[config.mk]
export PLATFORM = sky130hd
export DESIGN_NAME = serial_pattern_det
export DESIGN_NICKNAME = d
export VERILOG_FILES = /design/src/rtl/spd_pkg.sv /design/src/rtl/sat_counter.sv /design/src/rtl/serial_pattern_det.sv
export SDC_FILE = /design/constraint.sdc
export NUM_CORES = 1
export LEC_CHECK = 0
export BUFFER_PORTS_ARGS = -buffer_cell sky130_fd_sc_hd__buf_2
export CORE_ASPECT_RATIO = 0.7
export CORE_MARGIN = 2
export CORE_UTILIZATION = 56
export CTS_BUF_LIST = sky130_fd_sc_hd__clkbuf_8
export DETAILED_ROUTE_END_ITERATION = 12
export PLACE_DENSITY = 0.8
export SKIP_LAST_GASP = 1
export SYNTH_ARGS = -nofsm -noshare
export SYNTH_HDL_FRONTEND = slang
export SYNTH_HIERARCHICAL = 1
export SYNTH_SLANG_ARGS = --single-unit
[constraint.sdc]
create_clock -name clk -period 2.6 [get_ports clk]
set_input_delay 0.26 -clock clk [delete_from_list [all_inputs] [get_ports clk]]
set_output_delay 0.26 -clock clk [all_outputs]
set_load 0.005 [all_outputs]
[src/rtl/spd_pkg.sv]
// Shared definitions for the serial pattern detector: FSM state encoding and
// the default pattern.
package spd_pkg;

    typedef enum logic [1:0] {
        IDLE = 2'd0,
        FILL = 2'd1,
        RUN  = 2'd2
    } spd_state_t;

    localparam int              DEFAULT_PATTERN_W = 4;
    localparam logic [3:0]      DEFAULT_PATTERN   = 4'b1101;

endpackage

[src/rtl/sat_counter.sv]
// Saturating up-counter with synchronous clear; holds at all-ones instead of wrapping.
module sat_counter #(
    parameter int W = 8
) (
    input  logic         clk,
    input  logic         rst,
    input  logic         clr,
    input  logic         inc,
    output logic [W-1:0] cnt,
    output logic         sat
);

    logic [W-1:0] cnt_q;
    logic [W-1:0] cnt_d;

    always_comb begin
        cnt_d = cnt_q;
        if (clr) begin
            cnt_d = '0;
        end else if (inc && !(&cnt_q)) begin
            cnt_d = cnt_q + W'(1);
        end
    end

    always_ff @(posedge clk or posedge rst) begin
        if (rst) begin
            cnt_q <= '0;
        end else begin
            cnt_q <= cnt_d;
        end
    end

    assign cnt = cnt_q;
    assign sat = &cnt_q;

endmodule

[src/rtl/serial_pattern_det.sv]
// Serial pattern detector: shifts valid bits into a window, compares the next
// window against PATTERN (MSB oldest) and pulses a registered match flag.
module serial_pattern_det
    import spd_pkg::*;
#(
    parameter int                   PATTERN_W = DEFAULT_PATTERN_W,
    parameter logic [PATTERN_W-1:0] PATTERN   = PATTERN_W'(DEFAULT_PATTERN),
    parameter int                   CNT_W     = 8
) (
    input  logic                 clk,
    input  logic                 rst,
    input  logic                 d,
    input  logic                 d_valid,
    input  logic                 overlap,
    input  logic                 clr,
    output logic                 match,
    output logic [CNT_W-1:0]     match_cnt,
    output logic                 cnt_sat,
    output logic [PATTERN_W-1:0] window
);

    localparam int                FILL_W    = $clog2(PATTERN_W + 1);
    localparam logic [FILL_W-1:0] FILL_LAST = FILL_W'(PATTERN_W - 1);
    localparam logic [FILL_W-1:0] FILL_FULL = FILL_W'(PATTERN_W);

    spd_state_t           state_q;
    spd_state_t           state_d;
    logic [FILL_W-1:0]    fill_q;
    logic [FILL_W-1:0]    fill_d;
    logic [PATTERN_W-1:0] window_q;
    logic [PATTERN_W-1:0] window_d;
    logic [PATTERN_W-1:0] window_shift;
    logic                 match_q;
    logic                 match_d;
    logic                 hit;

    // Compare the window as it will look after this bit, so the result can be registered.
    assign window_shift = {window_q[PATTERN_W-2:0], d};
    assign hit          = (window_shift == PATTERN);

    always_comb begin
        state_d  = state_q;
        fill_d   = fill_q;
        window_d = window_q;
        match_d  = 1'b0;
        if (clr) begin
            state_d  = IDLE;
            fill_d   = '0;
            window_d = '0;
        end else if (d_valid) begin
            window_d = window_shift;
            case (state_q)
                IDLE: begin
                    fill_d  = FILL_W'(1);
                    state_d = FILL;
                end
                FILL: begin
                    if (fill_q == FILL_LAST) begin
                        fill_d  = FILL_FULL;
                        state_d = RUN;
                        if (hit) begin
                            match_d = 1'b1;
                            if (!overlap) begin
                                fill_d  = '0;
                                state_d = FILL;
                            end
                        end
                    end else begin
                        fill_d = fill_q + FILL_W'(1);
                    end
                end
                RUN: begin
                    if (hit) begin
                        match_d = 1'b1;
                        // Without overlap the kept window bits are stale; demand a full refill.
                        if (!overlap) begin
                            fill_d  = '0;
                            state_d = FILL;
                        end
                    end
                end
                default: begin
                    state_d = IDLE;
                    fill_d  = '0;
                end
            endcase
        end
    end

    always_ff @(posedge clk or posedge rst) begin
        if (rst) begin
            state_q  <= IDLE;
            fill_q   <= '0;
            window_q <= '0;
            match_q  <= 1'b0;
        end else begin
            state_q  <= state_d;
            fill_q   <= fill_d;
            window_q <= window_d;
            match_q  <= match_d;
        end
    end

    sat_counter #(
        .W (CNT_W)
    ) u_match_cnt (
        .clk (clk),
        .rst (rst),
        .clr (clr),
        .inc (match_d),
        .cnt (match_cnt),
        .sat (cnt_sat)
    );

    assign match  = match_q;
    assign window = window_q;

endmodule
## Yosys cells after proc, flatten, opt, wreduce, memory -nomap -nowiden

Cells that the tools add are included.

- Input port bits: 6
- Output and inout port bits: 14
- Flip-flop bits (word level): 18
- Logic and storage cells: 47

- Reductions and logical operators: 8
- Mux-type cells: 25
- Add/subtract/negate cells: 2
- Equality and inequality tests: 7

Operators by type and width:

| cell | count |
|---|---|
| $mux 3 | 7 |
| $mux 8 | 2 |
| $mux 2 | 7 |
| $ne 3x3->1 const B | 3 |
| $pmux 3 s3 | 1 |
| $add 8x1->8 const B | 1 |
| $mux 4 | 2 |
| $reduce_and 8->1 | 1 |
| $pmux 2 s3 | 1 |
| $eq 4x4->1 const B | 1 |
| $mux 1 | 4 |
| $reduce_and 4->1 | 1 |
| $reduce_bool 2->1 | 2 |
| $add 3x1->3 const B | 1 |
| $eq 3x2->1 const B | 1 |
| $reduce_and 3->1 | 1 |
| $eq 2x1->1 const B | 1 |
| $eq 2x2->1 const B | 1 |
| $logic_not 2->1 | 1 |
| $pmux 1 s2 | 1 |
| $logic_and 1x1->1 | 1 |
| $logic_not 1->1 | 1 |

## Logic depth before layout (Yosys ltp)

Gate-level depths: netlist (run 1).

- Depth after elaboration: 9
- Depth in mapped cells: 7
- Depth with buffers taken out: 7

## Modules after synthesis

Netlist (run 1), hierarchy kept.

By module, submodules not included:

| module | area each (um2) | cells each | seq. area each (um2) | times used |
|---|---|---|---|---|
| serial_pattern_det | 596.8 | 58 | 250.2 | 1 |
| sat_counter | 471.7 | 46 | 200.2 | 1 |

## Worst setup path before layout (run 1)

No wires, ideal clock.

- Path kind: reg2reg
- From: register fill_q[0]
- To: register u_match_cnt.cnt_q[3], in the netlist u_match_cnt/cnt[3]
- Buffers on the path: 0
- Stages on the path, launching flop included: 8
- Period minus slack after synthesis: 2314 ps
- Path slack: 286 ps
- Data arrival time: 2189 ps
- Cells stage by stage: dfrtp_1 ha_1 nor2b_1 a21oi_1 nor4_1 nand4_1 a31oi_4 mux2_4

- Longest elaborated chain between the ends: 7

Ends and longest elaborated chain:

| element | line | source |
|---|---|---|
| start, declared | serial_pattern_det.sv:28 | `logic [FILL_W-1:0] fill_q;` |
| start signal, assigned | serial_pattern_det.sv:98 | `fill_q <= fill_d;` |
| $eq 3x2->1 | serial_pattern_det.sv:58 | `if (fill_q == FILL_LAST) begin` |
| $mux 1 | serial_pattern_det.sv:58 |  |
| $pmux 1 s2 | serial_pattern_det.sv:52 | `case (state_q)` |
| $mux 1 | serial_pattern_det.sv:50 | `end else if (d_valid) begin` |
| $mux 1 | serial_pattern_det.sv:46 | `if (clr) begin` |
| net match_d | serial_pattern_det.sv:34 | `logic match_d;` |
| $logic_and 1x1->1 | sat_counter.sv:20 | `end else if (inc && !(&cnt_q)) begin` |
| $reduce_bool 2->1 (no line) | n/a |  |
| end signal, assigned | sat_counter.sv:29 | `cnt_q <= cnt_d;` |
| end, declared | sat_counter.sv:13 | `logic [W-1:0] cnt_q;` |

The timed path passes the listed nets, and every way through them passes these cells.
A chain may end at the register's enable or synchronous reset.

## Worst setup path in the final report (run 1)

Ends and elaborated chain as after synthesis.

==> results of run 1 <==
## through the flow
| step | util [%] | area (um^2) | cells | power (uW) |
|---|---|---|---|---|
| global route | 68.5 | 1250 | 148 | 608 |
| detailed placement | 65.0 | 1180 | 143 | 351 |
| CTS | 68.5 | 1250 | 148 | 588 |
| finish | 68.5 | 1250 | 148 | 583 |
| global placement | 65.0 | 1180 | 143 | 349 |
| floorplan | - | 1070 | 104 | 336 |
## critical path, cell delays in order, from the launching register on
cell     delay, ns
dfrtp_1       0.38
ha_1          0.17
nor2b_1       0.25
a21oi_1       0.11
nor4_1        0.37
nand4_1       0.23
a31oi_4       0.22
mux2_4        0.31
## flip-flops by register name (all words and copies together), names as in the netlist
signal           count
window               4
state_q              2
fill_q               3
u_match_cnt/cnt      8
match                1
## worst min path at each step
stage	startpoint	endpoint	slack (ns)	cells past startpoint
after floorplan	rst	u_match_cnt/cnt[0]	0.08	1
after global placement	rst	u_match_cnt/cnt[0]	0.23	2
after detailed placement	rst	u_match_cnt/cnt[1]	0.23	2
after CTS	d	window[0]	0.31	3
after global routing	d	window[0]	0.31	3
final	d	window[0]	0.31	3
## cells in the mapped netlist
cell	count	area share, %
nand2_1	1	0.35
nor3_1	5	2.3
nor2_1	10	3.5
a31oi_1	1	0.59
a31oi_4	1	2.0
a211oi_1	3	2.1
nor2b_1	4	2.3
ha_1	6	7.0
mux2i_1	8	7.5
nand2b_1	5	2.9
nand3_1	2	0.94
dfrtp_1	18	42
nand4_1	2	1.2
and4_4	1	1.1
clkbuf_1	2	0.70
inv_1	6	2.1
mux2_4	2	2.8
o21a_1	2	1.4
o21ai_0	3	1.4
o31ai_1	3	2.1
nand4_2	1	1.2
and4_1	1	0.82
nand4b_4	1	2.2
o21bai_2	1	1.1
buf_4	1	0.70
and2_1	1	0.59
nor4_1	1	0.59
and3_1	2	1.2
nor2_2	1	0.59
o2111ai_1	1	0.82
a21oi_1	8	3.7
## cells by family (layout without fill, tap and decap cells)
family | after synthesis | after routing | synth area share, %
mux | 10 | 10 | 10.3
fa+ha+maj | 6 | 6 | 7.03
buf+inv | 9 | 31 | 3.51
flops | 18 | 18 | 42.2
compound gates | 23 | 23 | 15.2
simple gates | 38 | 38 | 21.8
## final cells by class
type,count,area [um^2]
Clock buffer,4,55.1
Fill cell,138,573
Tap cell,22,27.5
Multi-Input combinational cell,77,581
Inverter,6,22.5
Timing Repair Buffer,21,113
Sequential cell,18,450
## power groups by stage
stage | clock, uW | combinational (uW) | sequential [uW]
after floorplan | 0 | 40.2 | 296
after global placement | 0 | 52.8 | 296
final | 235 | 55.5 | 292
after global routing | 253 | 62.0 | 292
after CTS | 241 | 55.9 | 292
after detailed placement | 0 | 54.3 | 297
## routing by layer
metal  up-vias  GRT usage, %  routed length [um]
li1        419             -                   -
met1       409          26.9                1060
met4         0          4.17                   6
met3         2          8.06                 163
met2        29          32.4                 994
met5         -             0                   0
## timing repair
item,4_1_cts,5_1_grt
endpoints found under the hold margin,16,0
endpoints found under the setup margin,0,0
hold buffers,1,0
==> summary.txt, run 1 <==
Synthesis
  • Syn nets: 116
  • Mapped cell area: 1070 um^2
  • Seq cells post-synth: 18
  • Post-synthesis sequential area ratio: 42.2%
  • Mapped Cells: 104
  • Yosys cell types: 31
  • Synth Warn #: 6
  • Syn_area_per_cell: 10.3 um^2

Power
  • PD cells: 467 nW/um^2
  • Switch share: 24.0%
  • Logic gate share of total power: 9.5%
  • Leak pwr: 0.000666 uW
  • Clock network fraction of design power: 40.4%
  • Register share of total power: 50.1%
  • Internal power: 443 uW
  • Psw: 140 uW
  • Peak VDD IR: 0.322 mV

Setup path
  • WS Path Type: flip-flop to flip-flop
  • Flop2flop setup slack: 0.45 ns
  • Crit path DAT: 2.30 ns
  • Worst setup SP type: flip-flop
  • Kind of end point of the critical path: flip-flop
  • CP max FO: 4
  • Worst reg2reg startpoint: fill_q[0]
  • Req. time, crit path: 2.75 ns
  • R2r worst-path depth: 7
  • Worst Setup EP: u_match_cnt/cnt[3]
  • R2R Path End: u_match_cnt/cnt[3]
  • Crit. Startpoint: fill_q[0]

Timing
  • Fmax achieved: 465 MHz
  • Slew @ Worst Pin: 0.396 ns
  • Hold Slack: 0.306 ns
  • Post-route setup slack: 0.451 ns
  • Relative slew slack: 73.4%
  • Final worst-path cycle share: 82.6%
  • RSZ-0062 raised after global routing: false
  • Post-route setup TNS: 0 ns
  • Minimum clock period: 2.15 ns
  • Final clock skew: 0.00214 ns
  • Setup-failing EPs final: 0
  • Final Max Tran Viols: 0
  • Fin. Hold Viols: 0

Drt
  • Routed WL: 2.22 mm
  • DRC: 0
  • Drt wl/cell: 15.0 um
  • Vias: 859
  • Vias/cell: 5.80
  • DRT Pass-1 Iters: 4
  • Initial DRC Count: 23
  • Routed Antenna Nets: 0

Floorplanning
  • DIE AREA: 2280 um^2
  • Die H: 40.5 um
  • Die W: 56.2 um
  • Rows: 13
  • Top-level port count: 20
  • Core ar.: 1820 um^2
  • Initial core utilization: 58.7%

Layout
  • Ant diodes: 0
  • Area grow syn2layout: 16.9%
  • Nets: 139
  • Most common cell after layout, fill and taps aside: buf_2
  • Most frequent cells in the layout: 19 x buf_2, 18 x dfrtp_1, 10 x nor2_1
  • Share of cells above drive strength 1: 25.4%

Clock network
  • Skew-Pair Late Insertion Delay: 0.26 ns
  • Clock buffer depth: 2
  • Root Buffer: clkbuf_8
  • Post-CTS Setup Repair Bufs: 0
  • Clock transition at the registers of the reported paths: 0.07 ns
  • CTS buffer count: 3
  • Post-cts sizing count: 0
  • H-tree Lvls: 1
  • Num Clock Sinks: 18
  • CTS tree: built

Global route
  • GRT overflow: 0
  • Largest net degree at the start of global routing: 23
  • Vias in the first global route: 685
  • GRT Overall Usage: 20.4%
  • Global-route wire length before repair: 3.33 mm
  • Initial antenna violation count: 0

Placed design
  • DPL Wire Length: 1.61 mm
  • Routability-driven placement congestion ratio: 0.793
  • Number of buffers added on ports: 19
  • Setup Slack @ Placement: 0.521 ns

Hold path
  • Min-Delay Path Class: input pin to flip-flop

Flow run
  • Max-Cap Viols: 0

Run status
  • Status: finished clean
Power figures use the tool's default switching activity.
==> inputs of run 2 (changes only) <==
==> constraint.sdc (replaced) <==
create_clock -name clk -period 2.15 [get_ports clk]
set_input_delay 0.215 -clock clk [delete_from_list [all_inputs] [get_ports clk]]
set_output_delay 0.215 -clock clk [all_outputs]
set_load 0.005 [all_outputs]
==> run 2 against run 1 <==
Fmax up 8.3%. Clock skew up 0.0013 ns. Clock power up 19%. Register-to-register slack worse by 0.29 ns. Non-clock buffer count unchanged. Total power up 20%. Count of clock-buffer cells in the layout unchanged. Via count up 1.7%. Combinational power up 25%. Sequential power up 21%. Critical endpoint unchanged. Highest routed layer is now met3.
==> summary.txt, run 2 (same netlist as run 1, synthesis figures left out) <==
Drt
  • Drt wl/cell: 15.3 um
  • Routed Antenna Nets: 0
  • Initial DRC Count: 46
  • Routed WL: 2.26 mm
  • DRC: 0
  • Vias: 874
  • DRT Pass-1 Iters: 4
  • Vias/cell: 5.91

Global route
  • Global route hottest layer: met2
  • Global-route wire length before repair: 3.43 mm
  • Initial antenna violation count: 0
  • Largest net degree at the start of global routing: 23
  • Vias in the first global route: 735
  • Met3 usage: 7.10%
  • GRT overflow: 0
  • Met2 usage: 33.8%
  • Met1 Use GR: 28.4%
  • GRT Overall Usage: 20.8%

Power
  • PD cells: 558 nW/um^2
  • Peak VDD IR: 0.573 mV
  • Tot Pwr: 701 uW
  • Leak pwr: 0.000666 uW

Setup path
  • Worst setup SP type: flip-flop
  • Crit path DAT: 2.13 ns
  • WS Path Type: flip-flop to flip-flop
  • Kind of end point of the critical path: flip-flop
  • CP max FO: 4
  • Worst reg2reg startpoint: state_q[1]
  • Flop2flop setup slack: 0.17 ns
  • CP max stage delay: 0.42 ns
  • Worst Setup EP: u_match_cnt/cnt[3]
  • CP max stage cell: dfrtp_1
  • Req. time, crit path: 2.30 ns
  • Crit path max-delay family: simple AND/OR/NAND/NOR gates
  • R2r worst-path depth: 7
  • R2R Path End: u_match_cnt/cnt[3]
  • Crit path buffers/inverters: 1
  • Crit. Startpoint: state_q[1]
  • Crit-path cells: inv_1 > ha_1 > a21oi_1 > nor4_2 > nand4_1 > a31oi_4 > mux2_4
  • Critical Path Stages: 7

Layout
  • Most frequent cells in the layout: 19 x buf_2, 18 x dfrtp_1, 10 x nor2_1
  • Max FFs per register: 8
  • Area grow syn2layout: 17.7%
  • Filler cells: 149
  • Ant diodes: 0
  • Most common cell after layout, fill and taps aside: buf_2
  • Share of cells above drive strength 1: 27.0%
  • Nets: 139

Clock network
  • Clock buffer depth: 2
  • CTS tree: built
  • Num Clock Sinks: 18
  • Clock transition at the registers of the reported paths: 0.07 ns
  • H-tree Lvls: 1
  • CTS buffer count: 3
  • Root Buffer: clkbuf_8
  • Skew-Pair Late Insertion Delay: 0.26 ns

Placed design
  • Setup Slack @ Placement: 0.0885 ns
  • Routability-driven placement congestion ratio: 0.819
  • DPL Wire Length: 1.73 mm
  • Number of buffers added on ports: 19

Timing
  • Setup-failing EPs final: 0
  • Fmax achieved: 504 MHz
  • Relative slew slack: 73.5%
  • Fin. Hold Viols: 0
  • Final Max Tran Viols: 0
  • Final worst-path cycle share: 92.3%
  • Post-route setup TNS: 0 ns
  • Post-route setup slack: 0.166 ns
  • Slew @ Worst Pin: 0.397 ns
  • Minimum clock period: 1.98 ns
  • Final clock skew: 0.00348 ns
  • RSZ-0062 raised after global routing: false

Floorplanning
  • Initial core utilization: 58.7%
  • Die H: 40.5 um
  • Top-level port count: 20
  • Die W: 56.2 um
  • DIE AREA: 2280 um^2
  • Rows: 13
  • Core ar.: 1820 um^2

Flow run
  • Max-Cap Viols: 0

Run status
  • Status: finished clean

Hold path
  • Min-Delay Path Class: input pin to flip-flop
==> run 2: cell count changes in the layout (fill, tap and decap cells not counted) <==
cell     before  now
nor2b_1       4    3
nor2b_2       0    1
nor4_1        1    0
nor4_2        0    1
==> run 2: per-stage QoR <==
| step | std cells | hold slack (ns) | cell area, um^2 | util (%) |
|---|---|---|---|---|
| final | 148 | 0.260 | 1260 | 69.0 |
| after global routing | 148 | 0.299 | 1260 | 69.0 |
| after CTS | 148 | 0.259 | 1250 | 68.9 |
| after detailed placement | 143 | 0.202 | 1190 | 65.3 |
| after global placement | 143 | 0.187 | 1190 | 65.3 |
| after floorplan | 104 | 0.0307 | 1070 | - |
==> run 2: where the power goes <==
group | internal (uW) | switching, uW
registers | 346 | 7.02
logic | 26.8 | 42.2
clock network | 163 | 117
==> run 2: worst register-to-register path, cell delays in order, from the launching register on <==
cell     delay (ns)
dfrtp_1        0.42
inv_1          0.12
ha_1           0.23
a21oi_1        0.09
nor4_2         0.26
nand4_1        0.22
a31oi_4        0.22
mux2_4         0.31
==> run 2: layout make-up <==
| class | instances | area (um^2) | share of cell area, % |
|---|---|---|---|
| clock buffer | 4 | 55.1 | 4.38 |
| inverter | 6 | 22.5 | 1.79 |
| multi-input combinational | 77 | 589 | 46.9 |
| sequential | 18 | 450 | 35.8 |
| tap | 22 | 27.5 | 2.19 |
| timing repair buffer | 21 | 113 | 8.96 |
==> run 2: worst min-delay path by stage <==
stage               start                  to  slack [ns]  depth (start not counted)
floorplan             rst  u_match_cnt/cnt[0]        0.03                          1
global placement      rst  u_match_cnt/cnt[0]        0.19                          2
detailed placement    rst  u_match_cnt/cnt[0]        0.20                          2
CTS                     d           window[0]        0.26                          3
global route            d           window[0]        0.30                          3
finish                  d           window[0]        0.26                          3
==> run 2: repair_timing <==
item,in CTS,in global routing
resized for setup,0,1
setup buffers,0,0
hold buffers,1,0
endpoints found under the setup margin,0,5
hold endpoints to repair,18,0
==> run 2: routing by layer <==
layer / vias up / share of wire, %
li1: 422 / -
met2: 38 / 46
met1: 414 / 47
met4: 0 / 0
met3: 0 / 7.3
met5: - / 0
==> inputs of run 3 (changes only) <==
--- a/config.mk
+++ b/config.mk
@@ -6,11 +6,11 @@
 export NUM_CORES = 1
 export LEC_CHECK = 0
 export BUFFER_PORTS_ARGS = -buffer_cell sky130_fd_sc_hd__buf_2
-export CORE_ASPECT_RATIO = 0.7
 export CORE_MARGIN = 2
 export CORE_UTILIZATION = 56
 export CTS_BUF_LIST = sky130_fd_sc_hd__clkbuf_8
 export DETAILED_ROUTE_END_ITERATION = 12
+export MAX_ROUTING_LAYER = met4
 export PLACE_DENSITY = 0.8
 export SKIP_LAST_GASP = 1
 export SYNTH_ARGS = -nofsm -noshare
==> run 3 against run 2 <==
Via count fell by 0.11%. Hold slack lost 0.0070 ns. Clock skew down 0.0024 ns. Critical endpoint unchanged. Critical path depth unchanged. Total power is 0.62% lower. Cell count rose by 2.7%. Sequential share of layout area decreased by 0.32 points. Setup slack lost 0.0028 ns.
==> summary.txt, run 3 (same netlist as run 1, synthesis figures left out) <==
Timing
  • Post-route setup TNS: 0 ns
  • Relative slew slack: 74.0%
  • Fmax achieved: 503 MHz
  • Minimum clock period: 1.99 ns
  • Final Max Tran Viols: 0
  • Slew @ Worst Pin: 0.389 ns
  • Setup-failing EPs final: 0
  • Fin. Hold Viols: 0
  • Final clock skew: 0.00103 ns
  • Final worst-path cycle share: 92.4%
  • RSZ-0062 raised after global routing: false

Global route
  • Vias in the first global route: 782
  • GRT Overall Usage: 23.1%
  • Global-route wire length before repair: 3.53 mm
  • GRT overflow: 0
  • Largest net degree at the start of global routing: 22
  • Initial antenna violation count: 0

Setup path
  • CP max stage delay: 0.39 ns
  • Crit path max-delay family: simple AND/OR/NAND/NOR gates
  • Crit path DAT: 2.12 ns
  • WS Path Type: flip-flop to flip-flop
  • CP max stage cell: dfrtp_1
  • Crit-path cells: ha_1 > nor2b_2 > a21oi_1 > nor4_2 > nand4_1 > a31oi_4 > mux2_4
  • Crit path buffers/inverters: 0
  • Req. time, crit path: 2.29 ns
  • CP max FO: 4
  • Kind of end point of the critical path: flip-flop
  • Worst setup SP type: flip-flop

Clock network
  • CTS buffer count: 3
  • Num Clock Sinks: 18
  • Skew-Pair Late Insertion Delay: 0.25 ns
  • CTS tree: built
  • Clock transition at the registers of the reported paths: 0.07 ns
  • H-tree Lvls: 1
  • Root Buffer: clkbuf_8
  • Clock buffer depth: 2

Floorplanning
  • Rows: 15
  • Top-level port count: 20
  • Core ar.: 1760 um^2
  • Die W: 47.7 um
  • Die H: 47.7 um
  • Initial core utilization: 60.6%
  • DIE AREA: 2270 um^2

Layout
  • Share of cells above drive strength 1: 27.6%
  • Area of the multi-input gates: 589 um^2
  • Nets: 140
  • Most common cell after layout, fill and taps aside: buf_2
  • Filler cells: 147
  • Ant diodes: 0
  • Most frequent cells in the layout: 19 x buf_2, 18 x dfrtp_1, 10 x nor2_1
  • Design area: 1270 um^2
  • Register Area: 450 um^2
  • Post-route non-filler standard cell count: 152
  • Max FFs per register: 8
  • Area grow syn2layout: 18.7%

Placed design
  • Inst Count DP: 147
  • Routability-driven placement congestion ratio: 0.820
  • DPL Wire Length: 1.57 mm
  • Placed cell area: 1200 um^2
  • Number of buffers added on ports: 19

Drt
  • DRT Pass-1 Iters: 4
  • Vias: 873
  • DRC: 0
  • Routed WL: 2.25 mm
  • Initial DRC Count: 23
  • Vias/cell: 5.74
  • Routed Antenna Nets: 0
  • Drt wl/cell: 14.8 um

Run status
  • Status: finished clean

Power
  • PD cells: 549 nW/um^2
  • Leak pwr: 0.000670 uW
  • Peak VDD IR: 0.490 mV
  • Tot Pwr: 697 uW

Hold path
  • Min-Delay Path Class: input pin to flip-flop

Flow run
  • Max-Cap Viols: 0
run 3: changes by cell type in the layout (fill, tap and decap cells not counted), sizes merged:
cell / before / now
buf: 20 / 21
run 3: through the flow:
step                hold WS (ns)  utilization [%]  setup WS, ns
CTS                        0.257             71.8        0.0987
detailed placement         0.190             68.1         0.122
floorplan                 0.0307                -        0.0588
global placement           0.184             68.1         0.225
global route               0.276             71.9        0.0437
finish                     0.253             71.9         0.163
run 3: power by group:
group / switching [uW] / total (uW) / internal [uW] / leakage, uW
clock: 111 / 274 / 162 / 0.0000288
sequential: 8.34 / 354 / 346 / 0.000248
combinational: 41.1 / 69.3 / 28.2 / 0.000393
run 3: layer usage:
metal  GRT usage [%]  up-vias  wire length, um
met5               -        -                0
met3            3.02        2              107
met1            30.0      419              982
met2            35.7       26             1140
li1                -      426                -
met4            10.3        0               19
run 3: area by class of cell:
type | instances | area share [%]
tap | 25 | 2.47
sequential | 18 | 35.5
clock buffer | 4 | 4.34
inverter | 6 | 1.78
multi-input combinational | 77 | 46.4
timing repair buffer | 22 | 9.47
run 3: worst reg2reg max path: cells and delay by family, from the launching register on:
family          cells  cell delay (ns)
fa+ha+maj           1             0.17
flops               1             0.39
compound gates      2             0.32
mux                 1             0.32
simple gates        3             0.67
run 3: path summary, 6_finish.rpt:
kind,start,end,slack [ns],depth (start not counted)
worst max-delay path,fill_q[0],u_match_cnt/cnt[3],0.16,7
worst min register to register,fill_q[1],fill_q[1],0.54,2
worst max register to register,fill_q[0],u_match_cnt/cnt[3],0.16,7
min in group asynchronous,rst,u_match_cnt/cnt[2],0.48,3
worst min-delay path,d,window[0],0.25,3
max in group asynchronous,rst,state_q[0],1.37,3
run 3: timing repair:
item                                    in CTS  in global routing
endpoints found under the setup margin       0                  2
endpoints found under the hold margin       18                  0
resized for setup                            0                  1
hold buffers                                 1                  0
buffers inserted                             0                  0
